**src/rtl/int_pipe_ctrl_if.sv**
```systemverilog
// Pipeline-control bundle between the fetch/decode pipeline and the
// interrupt sequencer; master drives requests, slave returns controls.
interface int_pipe_ctrl_if;
    logic        irq;
    logic        irq_en;
    logic        hazard_stall;
    logic        branch_taken;
    logic        eret;
    logic [31:0] if_pc;
    logic        staller;
    logic        flush;
    logic        iack;
    logic [1:0]  pc_sel;
    logic [31:0] epc;
    logic        in_isr;

    modport master (
        output irq, irq_en, hazard_stall, branch_taken, eret, if_pc,
        input  staller, flush, iack, pc_sel, epc, in_isr
    );

    modport slave (
        input  irq, irq_en, hazard_stall, branch_taken, eret, if_pc,
        output staller, flush, iack, pc_sel, epc, in_isr
    );
endinterface

```
**src/rtl/int_pipe_ctrl.sv**
```systemverilog
// Interrupt entry/exit sequencer for the IF/ID register and PC source:
// drains the pipe, vectors to the handler, saves and restores EPC.
module int_pipe_ctrl #(
    parameter logic [31:0] VECTOR_ADDR  = 32'h0000_0080,
    parameter int          DRAIN_CYCLES = 3
) (
    input  logic             clk,
    input  logic             reset,
    int_pipe_ctrl_if.slave   bus
);

    typedef enum logic [1:0] {
        IDLE  = 2'd0,
        DRAIN = 2'd1,
        ACK   = 2'd2,
        ISR   = 2'd3
    } state_t;

    localparam logic [1:0] PC_NORM = 2'd0;
    localparam logic [1:0] PC_HOLD = 2'd1;
    localparam logic [1:0] PC_VEC  = 2'd2;
    localparam logic [1:0] PC_EPC  = 2'd3;
    localparam logic [3:0] CNT_INIT = 4'(DRAIN_CYCLES - 1);

    state_t      state_q, state_d;
    logic [3:0]  cnt_q, cnt_d;
    logic [31:0] epc_q, epc_d;
    logic        isr_q, isr_d;

    logic        staller;
    logic        flush;
    logic        iack;
    logic [1:0]  pc_sel;
    logic        take;

    // Entry is deferred while the pipe is stalled or redirecting, so EPC
    // always names the instruction that will really execute next.
    assign take = bus.irq && bus.irq_en &&
                  !bus.hazard_stall && !bus.branch_taken;

    always_ff @(posedge clk or posedge reset) begin
        if (reset) begin
            state_q <= IDLE;
            cnt_q   <= '0;
            epc_q   <= '0;
            isr_q   <= 1'b0;
        end else begin
            state_q <= state_d;
            cnt_q   <= cnt_d;
            epc_q   <= epc_d;
            isr_q   <= isr_d;
        end
    end

    always_comb begin
        state_d = state_q;
        cnt_d   = cnt_q;
        epc_d   = epc_q;
        isr_d   = isr_q;
        staller = 1'b0;
        flush   = 1'b0;
        iack    = 1'b0;
        pc_sel  = PC_NORM;

        unique case (state_q)
            IDLE: begin
                staller = bus.hazard_stall;
                flush   = bus.branch_taken;
                if (take) begin
                    epc_d   = bus.if_pc;
                    cnt_d   = CNT_INIT;
                    state_d = DRAIN;
                end
            end
            DRAIN: begin
                flush  = 1'b1;
                pc_sel = PC_HOLD;
                if (cnt_q == 4'd0) begin
                    state_d = ACK;
                end else begin
                    cnt_d = cnt_q - 4'd1;
                end
            end
            ACK: begin
                iack    = 1'b1;
                pc_sel  = PC_VEC;
                isr_d   = 1'b1;
                state_d = ISR;
            end
            ISR: begin
                staller = bus.hazard_stall;
                flush   = bus.branch_taken;
                if (bus.eret && !bus.hazard_stall) begin
                    pc_sel  = PC_EPC;
                    flush   = 1'b1;
                    isr_d   = 1'b0;
                    state_d = IDLE;
                end
            end
            default: state_d = IDLE;
        endcase

        if (reset) begin
            staller = 1'b0;
            flush   = 1'b0;
            iack    = 1'b0;
            pc_sel  = PC_NORM;
        end
    end

    assign bus.staller = staller;
    assign bus.flush   = flush;
    assign bus.iack    = iack;
    assign bus.pc_sel  = pc_sel;
    assign bus.epc     = epc_q;
    assign bus.in_isr  = isr_q;

    // The handler address is consumed by the PC mux outside this block.
    logic unused_vec;
    assign unused_vec = ^VECTOR_ADDR;

endmodule

```
**src/flat_wrapper.sv**
```systemverilog
// flat-port wrapper written by rule: the top's interface ports become plain ports
module int_pipe_ctrl_flat 
#(
    parameter logic [31:0] VECTOR_ADDR  = 32'h0000_0080,
    parameter int          DRAIN_CYCLES = 3
)
  (clk, reset, bus_irq, bus_irq_en, bus_hazard_stall, bus_branch_taken, bus_eret, bus_if_pc, bus_staller, bus_flush, bus_iack, bus_pc_sel, bus_epc, bus_in_isr);
  int_pipe_ctrl_if bus_i ();
  input  logic clk;
  input  logic reset;
  input wire logic [$bits(bus_i.irq)-1:0] bus_irq;
  input wire logic [$bits(bus_i.irq_en)-1:0] bus_irq_en;
  input wire logic [$bits(bus_i.hazard_stall)-1:0] bus_hazard_stall;
  input wire logic [$bits(bus_i.branch_taken)-1:0] bus_branch_taken;
  input wire logic [$bits(bus_i.eret)-1:0] bus_eret;
  input wire logic [$bits(bus_i.if_pc)-1:0] bus_if_pc;
  output wire logic [$bits(bus_i.staller)-1:0] bus_staller;
  output wire logic [$bits(bus_i.flush)-1:0] bus_flush;
  output wire logic [$bits(bus_i.iack)-1:0] bus_iack;
  output wire logic [$bits(bus_i.pc_sel)-1:0] bus_pc_sel;
  output wire logic [$bits(bus_i.epc)-1:0] bus_epc;
  output wire logic [$bits(bus_i.in_isr)-1:0] bus_in_isr;
  assign bus_i.irq = bus_irq;
  assign bus_i.irq_en = bus_irq_en;
  assign bus_i.hazard_stall = bus_hazard_stall;
  assign bus_i.branch_taken = bus_branch_taken;
  assign bus_i.eret = bus_eret;
  assign bus_i.if_pc = bus_if_pc;
  assign bus_staller = bus_i.staller;
  assign bus_flush = bus_i.flush;
  assign bus_iack = bus_i.iack;
  assign bus_pc_sel = bus_i.pc_sel;
  assign bus_epc = bus_i.epc;
  assign bus_in_isr = bus_i.in_isr;
  int_pipe_ctrl #(.VECTOR_ADDR(VECTOR_ADDR), .DRAIN_CYCLES(DRAIN_CYCLES)) u_core (.clk(clk), .reset(reset), .bus(bus_i));
endmodule
```
**config.mk**
```make
export PLATFORM = sky130hd
export DESIGN_NAME = int_pipe_ctrl_flat
export DESIGN_NICKNAME = d
export VERILOG_FILES = /design/src/rtl/int_pipe_ctrl_if.sv /design/src/rtl/int_pipe_ctrl.sv /design/src/flat_wrapper.sv
export SDC_FILE = /design/constraint.sdc
export NUM_CORES = 1
export LEC_CHECK = 0
export CORE_ASPECT_RATIO = 0.5
export CORE_MARGIN = 1
export CORE_UTILIZATION = 41
export DETAILED_ROUTE_END_ITERATION = 12
export PLACE_DENSITY = 0.89
export SKIP_LAST_GASP = 1
export SYNTH_ARGS = -nofsm -noshare
export SYNTH_HDL_FRONTEND = slang
export SYNTH_SLANG_ARGS = --single-unit
```
**constraint.sdc**
```tcl
create_clock -name clk -period 2.34 [get_ports clk]
set_input_delay 0.702 -clock clk [delete_from_list [all_inputs] [get_ports clk]]
set_output_delay 0.702 -clock clk [all_outputs]
set_load 0.01 [all_outputs]
```
==> results of run 1 <==
==> cells by family (layout without fill, tap and decap cells) <==
logic type	Yosys count	count (layout)	share of synthesized area
multiplexers	36	36	0.230
AND/OR/NAND/NOR	24	24	0.0866
adder cells (fa/ha/maj)	6	6	0.0429
AO/OA/AOI/OAI	11	11	0.0558
flip-flops	39	39	0.558
buffers and inverters	11	105	0.0265
==> repair_timing <==
item | 4_1_cts | 5_1_grt
hold buffers | 0 | 0
cloned | 0 | 0
setup endpoints to repair | 5 | 4
pin swaps | 2 | 1
gates resized for setup | 19 | 4
setup buffers | 1 | 1
==> how the worst max path moves through the flow <==
stage	from	slack (ps)	to	cells past startpoint
floorplan	bus_hazard_stall	270	bus_flush	3
global placement	bus_eret	-560	bus_flush	5
detailed placement	bus_eret	-580	bus_flush	5
CTS	bus_branch_taken	3	bus_flush	4
global route	bus_hazard_stall	-50	bus_flush	5
finish	bus_branch_taken	20	bus_flush	4
==> worst reg2reg max path: cells and delay by family, from the launching register on <==
kind	cells	cell delay, ps
buffers and inverters	3	420
adder cells (fa/ha/maj)	1	190
AO/OA/AOI/OAI	1	250
AND/OR/NAND/NOR	2	660
flip-flops	1	400
==> power by group through the flow <==
| stage | Clock [W] | Sequential (W) | Combinational [W] |
|---|---|---|---|
| finish | 0.000570 | 0.00119 | 0.00168 |
| global route | 0.000609 | 0.00123 | 0.00179 |
| CTS | 0.000583 | 0.00119 | 0.00166 |
| detailed placement | 0 | 0.00120 | 0.00165 |
| global placement | 0 | 0.00117 | 0.00159 |
| floorplan | 0 | 0.00130 | 0.000630 |
==> metal layers <==
layer	part of all wire	up-vias
met5	0	-
met4	0.011	0
met3	0.027	6
met2	0.55	23
met1	0.41	696
li1	-	644
==> cell type report <==
type | count | area [µm²] | share of cell area
Clock inverter | 3 | 43.8 | 0.0158
Multi-Input combinational cell | 77 | 739 | 0.266
Clock buffer | 5 | 68.8 | 0.0248
Inverter | 6 | 22.5 | 0.00812
Sequential cell | 39 | 976 | 0.352
Tap cell | 54 | 67.6 | 0.0243
Timing Repair Buffer | 91 | 857 | 0.309
==> sequential cells by signal, indices dropped and copies added, names as in the netlist <==
signal / flops
u_core.bus.in_isr: 1
u_core.state_q: 2
u_core.bus.epc: 32
u_core.cnt_q: 4
==> stage by stage <==
stage          instances  power, W   util
6_report             275   0.00344  0.697
4_1_cts              274   0.00343  0.691
5_1_grt              275   0.00363  0.697
2_1_floorplan        127   0.00193      -
3_5_place_dp         265   0.00284  0.665
3_3_place_gp         265   0.00276  0.665
==> layout by cell type, fill, tap and decap left out, types with 2 or more instances in the layout <==
| master | instances |
|---|---|
| sky130_fd_sc_hd__dfrtp_1 | 39 |
| sky130_fd_sc_hd__ha_1 | 4 |
| sky130_fd_sc_hd__a222oi_1 | 2 |
| sky130_fd_sc_hd__clkbuf_8 | 5 |
| sky130_fd_sc_hd__buf_2 | 3 |
| sky130_fd_sc_hd__inv_1 | 6 |
| sky130_fd_sc_hd__clkdlybuf4s50_1 | 68 |
| sky130_fd_sc_hd__nor3b_1 | 2 |
| sky130_fd_sc_hd__a221o_1 | 2 |
| sky130_fd_sc_hd__mux2i_1 | 2 |
| sky130_fd_sc_hd__ha_2 | 2 |
| sky130_fd_sc_hd__nor2_1 | 5 |
| sky130_fd_sc_hd__nor3_1 | 3 |
| sky130_fd_sc_hd__mux2_2 | 32 |
| sky130_fd_sc_hd__nand2_1 | 4 |
| sky130_fd_sc_hd__dlygate4sd2_1 | 4 |
| sky130_fd_sc_hd__buf_4 | 14 |
==> impl_metrics.env, run 1 <==
export IMPL_relSlewSlack=0.667
export IMPL_flow_area_growth_from_synthesis_pct=58.8
export IMPL_r2r_slack_ps=310
export IMPL_grt_first_pass_wirelength_mm=6.42
export IMPL_regToRegStartpoint="u_core.state_q[0]"
export IMPL_setup_repair_after_global_routing_missed_its_margin="yes"
export IMPL_buffers_on_ports=76
export IMPL_worst_r2r_endpoint="u_core.cnt_q[3]"
export IMPL_core_area_mm2=0.00398
export IMPL_tritoncts="done"
export IMPL_die_width_um=94.3
export IMPL_numCtsBuffers=5
export IMPL_power_density_mw_per_mm2=1240
export IMPL_timing_reg2reg_worst_path_depth=7
export IMPL_hold_path_class="reg2reg"
export IMPL_routed_wire_length_per_instance_um=15.7
export IMPL_initial_standard_cell_utilization_of_the_core=0.439
export IMPL_fraction_of_synthesized_cell_area_taken_by_the_top_area_cell_type=0.558
export IMPL_final_critical_path_setup_slack_ps=20.8
export IMPL_floorplan_die_area_mm2=0.00454
export IMPL_synth_fp_nets=172
export IMPL_h_tree_depth=2
export IMPL_tritoncts_num_sinks=39
export IMPL_synth_ff_type="sky130_fd_sc_hd__dfrtp_1"
export IMPL_groute_layer_met1_usage=0.230
export IMPL_period_minus_slack_ps=2320
export IMPL_number_of_buffers_between_clock_root_and_the_deepest_sink=2
export IMPL_cellLeakagePower_nw=1.25
export IMPL_groute_layer_met2_usage=0.375
export IMPL_total_gr_overflow=0
export IMPL_layout_cell_area_non_filler_mm2=0.00278
export IMPL_critical_path_slowest_cell="sky130_fd_sc_hd__clkdlybuf4s50_1"
export IMPL_vias_per_cell=4.98
export IMPL_hold_slack_ps=508
export IMPL_clock_power_share=0.166
export IMPL_seq_power_share=0.345
export IMPL_hold_path_depth=1
export IMPL_final_fill_count=284
export IMPL_routed_wl_mm=4.31
export IMPL_share_of_the_yosys_chip_area_belonging_to_registers=0.558
export IMPL_detailedRoute_firstIterationViolations=40
export IMPL_p_sw_frac=0.321
export IMPL_ant_nets=0
export IMPL_core_rowCount=16
export IMPL_timing_final_setup_violations=0
export IMPL_worst_path_buf_inv=2
export IMPL_synth_most_common_cell="sky130_fd_sc_hd__dfrtp_1"
export IMPL_critPathTopFamily="buffers and inverters"
export IMPL_net_switching_power_of_the_design_w=0.00110
export IMPL_max_rail_drop_vdd_mv=0.708
export IMPL_synth_edff_count=0
export IMPL_timing_critical_path_fanout_max=3
export IMPL_synthTopCellsByArea="sky130_fd_sc_hd__dfrtp_1 (56%), sky130_fd_sc_hd__mux2_2 (21%), sky130_fd_sc_hd__ha_1 (4.3%)"
export IMPL_dpl_cell_area_mm2=0.00265
export IMPL_tightestPinTransition_ps=500
export IMPL_timing_worst_setup_path_type="in2out"
export IMPL_clock_insertion_delay_worst_skew_ps=300
export IMPL_synth_cells=127
export IMPL_crit_path_max_incr_delay_ps=490
export IMPL_clkTransAtPathRegs_ps=80
export IMPL_fmax_ghz=0.431
export IMPL_critPathLaunchType="input port"
export IMPL_crit_path_end_kind="output pin"
export IMPL_top_usage_layer="met2"
export IMPL_worst_ep_arrival_time_ps=1620
export IMPL_drive_above_1_share=0.308
export IMPL_die_h_um=48.2
export IMPL_report_final_hold_viol_count=0
export IMPL_synth_async_sr_flop_share=1.00
export IMPL_most_frequent_cells_after_synthesis="sky130_fd_sc_hd__dfrtp_1 (39), sky130_fd_sc_hd__mux2_2 (32), sky130_fd_sc_hd__ha_1 (6), sky130_fd_sc_hd__inv_1 (6), sky130_fd_sc_hd__nor2_1 (5)"
export IMPL_comb_power_share=0.489
export IMPL_hold_end="u_core.bus.epc[1]"
export IMPL_synthesis_area_per_instance_um2=13.8
export IMPL_detailedPlacementHpwl_mm=3.15
export IMPL_timing_clock_skew_ps=4.40
export IMPL_final_period_utilization=0.991
export IMPL_grt_start_max_net_pins=40
export IMPL_clockRootBuffer="sky130_fd_sc_hd__clkbuf_8"
export IMPL_power_report_internal_total_w=0.00233
export IMPL_post_place_ws_ps=-584
export IMPL_first_global_vias=1269
export IMPL_worstPathCellList="clkdlybuf4s50_1 -> o22ai_1 -> a211oi_2 -> buf_2"
export IMPL_route_detailed_drc=0
export IMPL_drv_slew=0
export IMPL_hold_start="u_core.bus.epc[1]"
export IMPL_syn_area_mm2=0.00175
export IMPL_antenna_violations_before_repair=0
export IMPL_final_setup_tns_ps=0
export IMPL_firstDrtPassIters=4
export IMPL_outcome="finished, final reports clean"
export IMPL_route_vias_total=1369
export IMPL_met3_usage=0.0483
export IMPL_timing_max_cap_violations=0
export IMPL_grt_total_usage=0.197
export IMPL_fin_nets=265
export IMPL_synth_seq_cells=39
export IMPL_yosys_warnings=0
export IMPL_antenna_diode_count=0
export IMPL_floorplan_io_pins=77
export IMPL_synthDistinctLibCells=31
export IMPL_required_ps=1640
export IMPL_place_gp_congestion=0.791
export IMPL_yosys_area_top_type="sky130_fd_sc_hd__dfrtp_1"
Power figures use the tool's default switching activity.
==> run 2, diff against run 1 <==
--- a/config.mk
+++ b/config.mk
@@ -5,8 +5,9 @@
 export SDC_FILE = /design/constraint.sdc
 export NUM_CORES = 1
 export LEC_CHECK = 0
+export CAP_MARGIN = 40
 export CORE_ASPECT_RATIO = 0.5
-export CORE_MARGIN = 1
+export CORE_MARGIN = 5
 export CORE_UTILIZATION = 41
 export DETAILED_ROUTE_END_ITERATION = 12
 export PLACE_DENSITY = 0.89
==> impl_metrics.env, run 2 (same netlist as run 1, synthesis figures left out) <==
export IMPL_report_final_hold_viol_count=0
export IMPL_timing_max_cap_violations=0
export IMPL_critical_path_slowest_cell="sky130_fd_sc_hd__and3b_2"
export IMPL_relSlewSlack=0.666
export IMPL_cellLeakagePower_nw=1.29
export IMPL_final_fill_count=272
export IMPL_numCtsBuffers=5
export IMPL_drive_above_1_share=0.312
export IMPL_clock_insertion_delay_worst_skew_ps=290
export IMPL_ant_nets=0
export IMPL_r2r_slack_ps=330
export IMPL_comb_power_share=0.491
export IMPL_cp_startpoint="bus_hazard_stall"
export IMPL_drv_slew=0
export IMPL_grt_total_usage=0.175
export IMPL_crit_path_end_kind="output pin"
export IMPL_clock_power_share=0.168
export IMPL_outcome="complete, but fails checks"
export IMPL_place_inst=265
export IMPL_antenna_violations_before_repair=0
export IMPL_timing_final_setup_violations=1
export IMPL_clkTransAtPathRegs_ps=80
export IMPL_flow_area_growth_from_synthesis_pct=60.8
export IMPL_core_rowCount=16
export IMPL_timing_worst_setup_path_type="in2out"
export IMPL_buffers_on_ports=76
export IMPL_required_ps=1640
export IMPL_first_global_vias=1512
export IMPL_largest_register_ffs=32
export IMPL_floorplan_io_pins=77
export IMPL_total_gr_overflow=0
export IMPL_dpl_cell_area_mm2=0.00268
export IMPL_initial_standard_cell_utilization_of_the_core=0.437
export IMPL_hold_buffers=0
export IMPL_worst_ep_arrival_time_ps=1650
export IMPL_layoutNonFillerInstCount=275
export IMPL_post_place_ws_ps=-598
export IMPL_place_gp_congestion=0.850
export IMPL_fin_nets=265
export IMPL_die_width_um=102
export IMPL_power_report_internal_total_w=0.00237
export IMPL_route_detailed_drc=0
export IMPL_die_h_um=56.2
export IMPL_critical_path_cell_count=5
export IMPL_most_common_cell_after_layout_fill_and_taps_aside="sky130_fd_sc_hd__clkdlybuf4s50_1"
export IMPL_grt_start_max_net_pins=40
export IMPL_period_minus_slack_ps=2350
export IMPL_tightestPinTransition_ps=500
export IMPL_detailedPlacementHpwl_mm=3.56
export IMPL_final_setup_tns_ps=-8.87
export IMPL_routed_wire_length_per_instance_um=17.7
export IMPL_critPathTopFamily="buffers and inverters"
export IMPL_number_of_buffers_between_clock_root_and_the_deepest_sink=2
export IMPL_hold_slack_ps=506
export IMPL_power_density_mw_per_mm2=1240
export IMPL_final_critical_path_setup_slack_ps=-8.87
export IMPL_firstDrtPassIters=4
export IMPL_crit_path_end="bus_flush"
export IMPL_max_rail_drop_vdd_mv=0.561
export IMPL_crit_path_max_incr_delay_ps=290
export IMPL_floorplan_die_area_mm2=0.00575
export IMPL_timing_reg2reg_worst_path_depth=7
export IMPL_regToRegStartpoint="u_core.state_q[0]"
export IMPL_setup_repair_after_global_routing_missed_its_margin="yes"
export IMPL_route_vias_total=1409
export IMPL_mostFrequentLayoutCells="sky130_fd_sc_hd__clkdlybuf4s50_1 (67), sky130_fd_sc_hd__dfrtp_1 (39), sky130_fd_sc_hd__mux2_2 (32)"
export IMPL_clockRootBuffer="sky130_fd_sc_hd__clkbuf_8"
export IMPL_worst_path_buf_inv=2
export IMPL_tritoncts="done"
export IMPL_worst_r2r_endpoint="u_core.cnt_q[3]"
export IMPL_p_sw_frac=0.320
export IMPL_grt_first_pass_wirelength_mm=7.67
export IMPL_antenna_diode_count=0
export IMPL_final_period_utilization=1.00
export IMPL_seq_power_share=0.342
export IMPL_hold_path_class="reg2reg"
export IMPL_layout_cell_area_non_filler_mm2=0.00281
export IMPL_failing_checks="setup timing"
export IMPL_critPathLaunchType="input port"
export IMPL_worstPathCellList="clkdlybuf4s15_1 -> and3b_2 -> o22ai_1 -> a211oi_2 -> buf_2"
export IMPL_net_switching_power_of_the_design_w=0.00112
export IMPL_vias_per_cell=5.12
export IMPL_tritoncts_num_sinks=39
export IMPL_core_area_mm2=0.00400
export IMPL_fmax_ghz=0.426
export IMPL_timing_clock_skew_ps=7.36
export IMPL_h_tree_depth=2
export IMPL_detailedRoute_firstIterationViolations=47
export IMPL_routed_wl_mm=4.88
export IMPL_timing_critical_path_fanout_max=3
-- run 2: per-layer routing --
layer	GRT usage	routed length, µm
met5	0	0
met4	0.0841	159
met3	0.0463	162
met2	0.329	2820
met1	0.176	1740
-- run 2: final cells by class --
type	count	area, µm²	share of cell area
tap	54	67.6	0.0240
sequential	39	976	0.347
clock buffer	6	82.6	0.0294
timing repair buffer	91	888	0.316
inverter	6	22.5	0.00801
multi-input combinational	77	739	0.263
clock inverter	2	35.0	0.0125
-- run 2: how the worst min path moves through the flow --
stage                             startpoint                  to  slack (ps)  cells past startpoint
after global routing      u_core.bus.epc[24]  u_core.bus.epc[24]         520                      1
after global placement    u_core.bus.epc[22]  u_core.bus.epc[22]         490                      1
final                     u_core.bus.epc[12]  u_core.bus.epc[12]         510                      1
after detailed placement  u_core.bus.epc[18]  u_core.bus.epc[18]         490                      1
after floorplan              u_core.cnt_q[0]     u_core.cnt_q[0]         520                      1
after CTS                 u_core.bus.epc[18]  u_core.bus.epc[18]         510                      1
-- run 2: through the flow --
stage | total power (W) | util
after floorplan | 0.00193 | -
after global placement | 0.00278 | 0.668
after detailed placement | 0.00287 | 0.668
after CTS | 0.00349 | 0.700
after global routing | 0.00369 | 0.702
final | 0.00348 | 0.702
-- run 2: power by group through the flow --
stage,Combinational (W),Clock (W),Sequential [W]
2_1_floorplan,0.000630,0,0.00130
3_3_place_gp,0.00160,0,0.00117
3_5_place_dp,0.00167,0,0.00120
4_1_cts,0.00171,0.000597,0.00119
5_1_grt,0.00182,0.000633,0.00123
6_report,0.00171,0.000585,0.00119
-- run 2: what timing repair did --
action | CTS | global route
gates resized for setup | 20 | 7
endpoints found under the setup margin | 5 | 4
buffers inserted | 3 | 0
pin swaps | 1 | 4
==> run 3, diff against run 2 <==
--- a/config.mk
+++ b/config.mk
@@ -8,9 +8,11 @@
 export CAP_MARGIN = 40
 export CORE_ASPECT_RATIO = 0.5
 export CORE_MARGIN = 5
-export CORE_UTILIZATION = 41
+export CORE_UTILIZATION = 43
+export CTS_BUF_LIST = sky130_fd_sc_hd__clkbuf_8
 export DETAILED_ROUTE_END_ITERATION = 12
-export PLACE_DENSITY = 0.89
+export GPL_TIMING_DRIVEN = 0
+export PLACE_DENSITY = 0.92
 export SKIP_LAST_GASP = 1
 export SYNTH_ARGS = -nofsm -noshare
 export SYNTH_HDL_FRONTEND = slang
==> impl_metrics.env, run 3 (same netlist as run 1, synthesis figures left out) <==
export IMPL_outcome="finished, final reports clean"
export IMPL_final_period_utilization=0.999
export IMPL_number_of_buffers_between_clock_root_and_the_deepest_sink=2
export IMPL_core_area_mm2=0.00390
export IMPL_report_final_hold_viol_count=0
export IMPL_tritoncts_num_sinks=39
export IMPL_detailedPlacementHpwl_mm=3.46
export IMPL_firstDrtPassIters=4
export IMPL_fmax_ghz=0.428
export IMPL_buffers_on_ports=76
export IMPL_timing_final_setup_violations=0
export IMPL_drive_above_1_share=0.316
export IMPL_hold_end="u_core.bus.epc[23]"
export IMPL_most_common_cell_after_layout_fill_and_taps_aside="sky130_fd_sc_hd__clkdlybuf4s50_1"
export IMPL_detailedRoute_firstIterationViolations=25
export IMPL_top_usage_layer="met2"
export IMPL_groute_layer_met1_usage=0.177
export IMPL_regToRegStartpoint="u_core.cnt_q[0]"
export IMPL_r2r_slack_ps=320
export IMPL_relSlewSlack=0.462
export IMPL_antenna_diode_count=0
export IMPL_routed_wire_length_per_instance_um=16.9
export IMPL_largest_register_ffs=32
export IMPL_hold_path_class="reg2reg"
export IMPL_tightestPinTransition_ps=806
export IMPL_grt_total_usage=0.166
export IMPL_core_rowCount=16
export IMPL_period_minus_slack_ps=2340
export IMPL_clockRootBuffer="sky130_fd_sc_hd__clkbuf_8"
export IMPL_timing_worst_setup_path_type="reg2out"
export IMPL_total_gr_overflow=0
export IMPL_ant_nets=0
export IMPL_groute_layer_met2_usage=0.329
export IMPL_hold_slack_ps=507
export IMPL_power_density_mw_per_mm2=1230
export IMPL_die_h_um=55.1
export IMPL_timing_clock_skew_ps=6.04
export IMPL_hold_path_depth=1
export IMPL_required_ps=1640
export IMPL_max_rail_drop_vdd_mv=0.547
export IMPL_setup_repair_after_global_routing_missed_its_margin="yes"
export IMPL_antenna_violations_before_repair=0
export IMPL_initial_standard_cell_utilization_of_the_core=0.448
export IMPL_hold_start="u_core.bus.epc[23]"
export IMPL_post_place_ws_ps=-684
export IMPL_route_detailed_drc=0
export IMPL_crit_path_end_kind="output pin"
export IMPL_floorplan_die_area_mm2=0.00552
export IMPL_final_critical_path_setup_slack_ps=2.27
export IMPL_drv_slew=0
export IMPL_worst_r2r_endpoint="u_core.state_q[1]"
export IMPL_critPathLaunchType="register"
export IMPL_floorplan_io_pins=77
export IMPL_met3_usage=0.0375
export IMPL_cellLeakagePower_nw=1.22
export IMPL_flow_area_growth_from_synthesis_pct=55.5
export IMPL_final_setup_tns_ps=0
export IMPL_grt_first_pass_wirelength_mm=6.91
export IMPL_grt_start_max_net_pins=40
export IMPL_worst_ep_arrival_time_ps=1640
export IMPL_hold_buffers=0
export IMPL_timing_max_cap_violations=0
export IMPL_clkTransAtPathRegs_ps=80
export IMPL_tritoncts="done"
export IMPL_first_global_vias=1380
export IMPL_vias_per_cell=4.96
export IMPL_fin_nets=259
export IMPL_timing_reg2reg_worst_path_depth=5
export IMPL_timing_critical_path_fanout_max=9
export IMPL_place_gp_congestion=0.849
export IMPL_numCtsBuffers=5
export IMPL_h_tree_depth=2
export IMPL_routed_wl_mm=4.55
export IMPL_mostFrequentLayoutCells="sky130_fd_sc_hd__clkdlybuf4s50_1 (67), sky130_fd_sc_hd__dfrtp_1 (37), sky130_fd_sc_hd__mux2_2 (32)"
export IMPL_die_width_um=100
export IMPL_route_vias_total=1334
export IMPL_clock_insertion_delay_worst_skew_ps=290
run 3: cell count changes in the layout (fill, tap and decap cells not counted), moves of 2 or more:
cell / before / now
sky130_fd_sc_hd__buf_4: 13 / 6
sky130_fd_sc_hd__buf_2: 3 / 6
sky130_fd_sc_hd__dlygate4sd2_1: 1 / 4
sky130_fd_sc_hd__buf_12: 2 / 0
sky130_fd_sc_hd__clkdlybuf4s15_1: 2 / 0
sky130_fd_sc_hd__dfrtp_1: 39 / 37
sky130_fd_sc_hd__dfrtp_2: 0 / 2
sky130_fd_sc_hd__ha_1: 5 / 3
sky130_fd_sc_hd__ha_4: 0 / 2
sky130_fd_sc_hd__inv_2: 0 / 2
run 3: worst max path at each step:
| stage | end | start | cells after the start |
|---|---|---|---|
| 2_1_floorplan | bus_flush | bus_hazard_stall | 3 |
| 3_3_place_gp | bus_flush | bus_hazard_stall | 5 |
| 3_5_place_dp | bus_flush | bus_hazard_stall | 5 |
| 4_1_cts | bus_flush | u_core.state_q[1] | 6 |
| 5_1_grt | bus_flush | u_core.state_q[0] | 6 |
| 6_report | bus_flush | u_core.state_q[0] | 6 |
run 3: area by class of cell:
class	count	area, µm²
flip-flops and latches	39	978
plain buffers	4	22.5
multi-input cells	77	766
fillers	259	1190
clock buffers	5	68.8
repair buffers	81	776
inverters	6	22.5
well taps	54	67.6
clock inverters	3	16.3
run 3: where the power goes:
part / switching [W] / internal [W]
Sequential: 0.000211 / 0.000995
Combinational: 0.000665 / 0.00102
Clock: 0.000237 / 0.000204
run 3: stage by stage:
stage | total power (W) | util | std cells | cell area, µm²
5_1_grt | 0.00351 | 0.696 | 269 | 2720
4_1_cts | 0.00321 | 0.680 | 264 | 2660
6_report | 0.00333 | 0.696 | 269 | 2720
3_5_place_dp | 0.00278 | 0.660 | 257 | 2580
2_1_floorplan | 0.00193 | - | 127 | 1750
3_3_place_gp | 0.00269 | 0.660 | 257 | 2580
run 3: per-layer routing:
metal | vias to the layer above | part of all wire
met4 | 0 | 0.014
met5 | - | 0
met1 | 663 | 0.39
met3 | 8 | 0.024
li1 | 632 | -
met2 | 31 | 0.57
run 3: what timing repair did:
action / in CTS / in global routing
endpoints found under the hold margin: 0 / 0
pin swaps: 2 / 2
resized for setup: 19 / 15
endpoints found under the setup margin: 5 / 4
buffers inserted: 0 / 5
run 3: worst max-delay path, stage by stage, from the launching register on:
cell and delay, ps:
sky130_fd_sc_hd__dfrtp_2 470, sky130_fd_sc_hd__buf_4 160, sky130_fd_sc_hd__ha_1 190, sky130_fd_sc_hd__buf_4 160, sky130_fd_sc_hd__inv_1 130, sky130_fd_sc_hd__a211oi_2 90
sky130_fd_sc_hd__buf_2 150
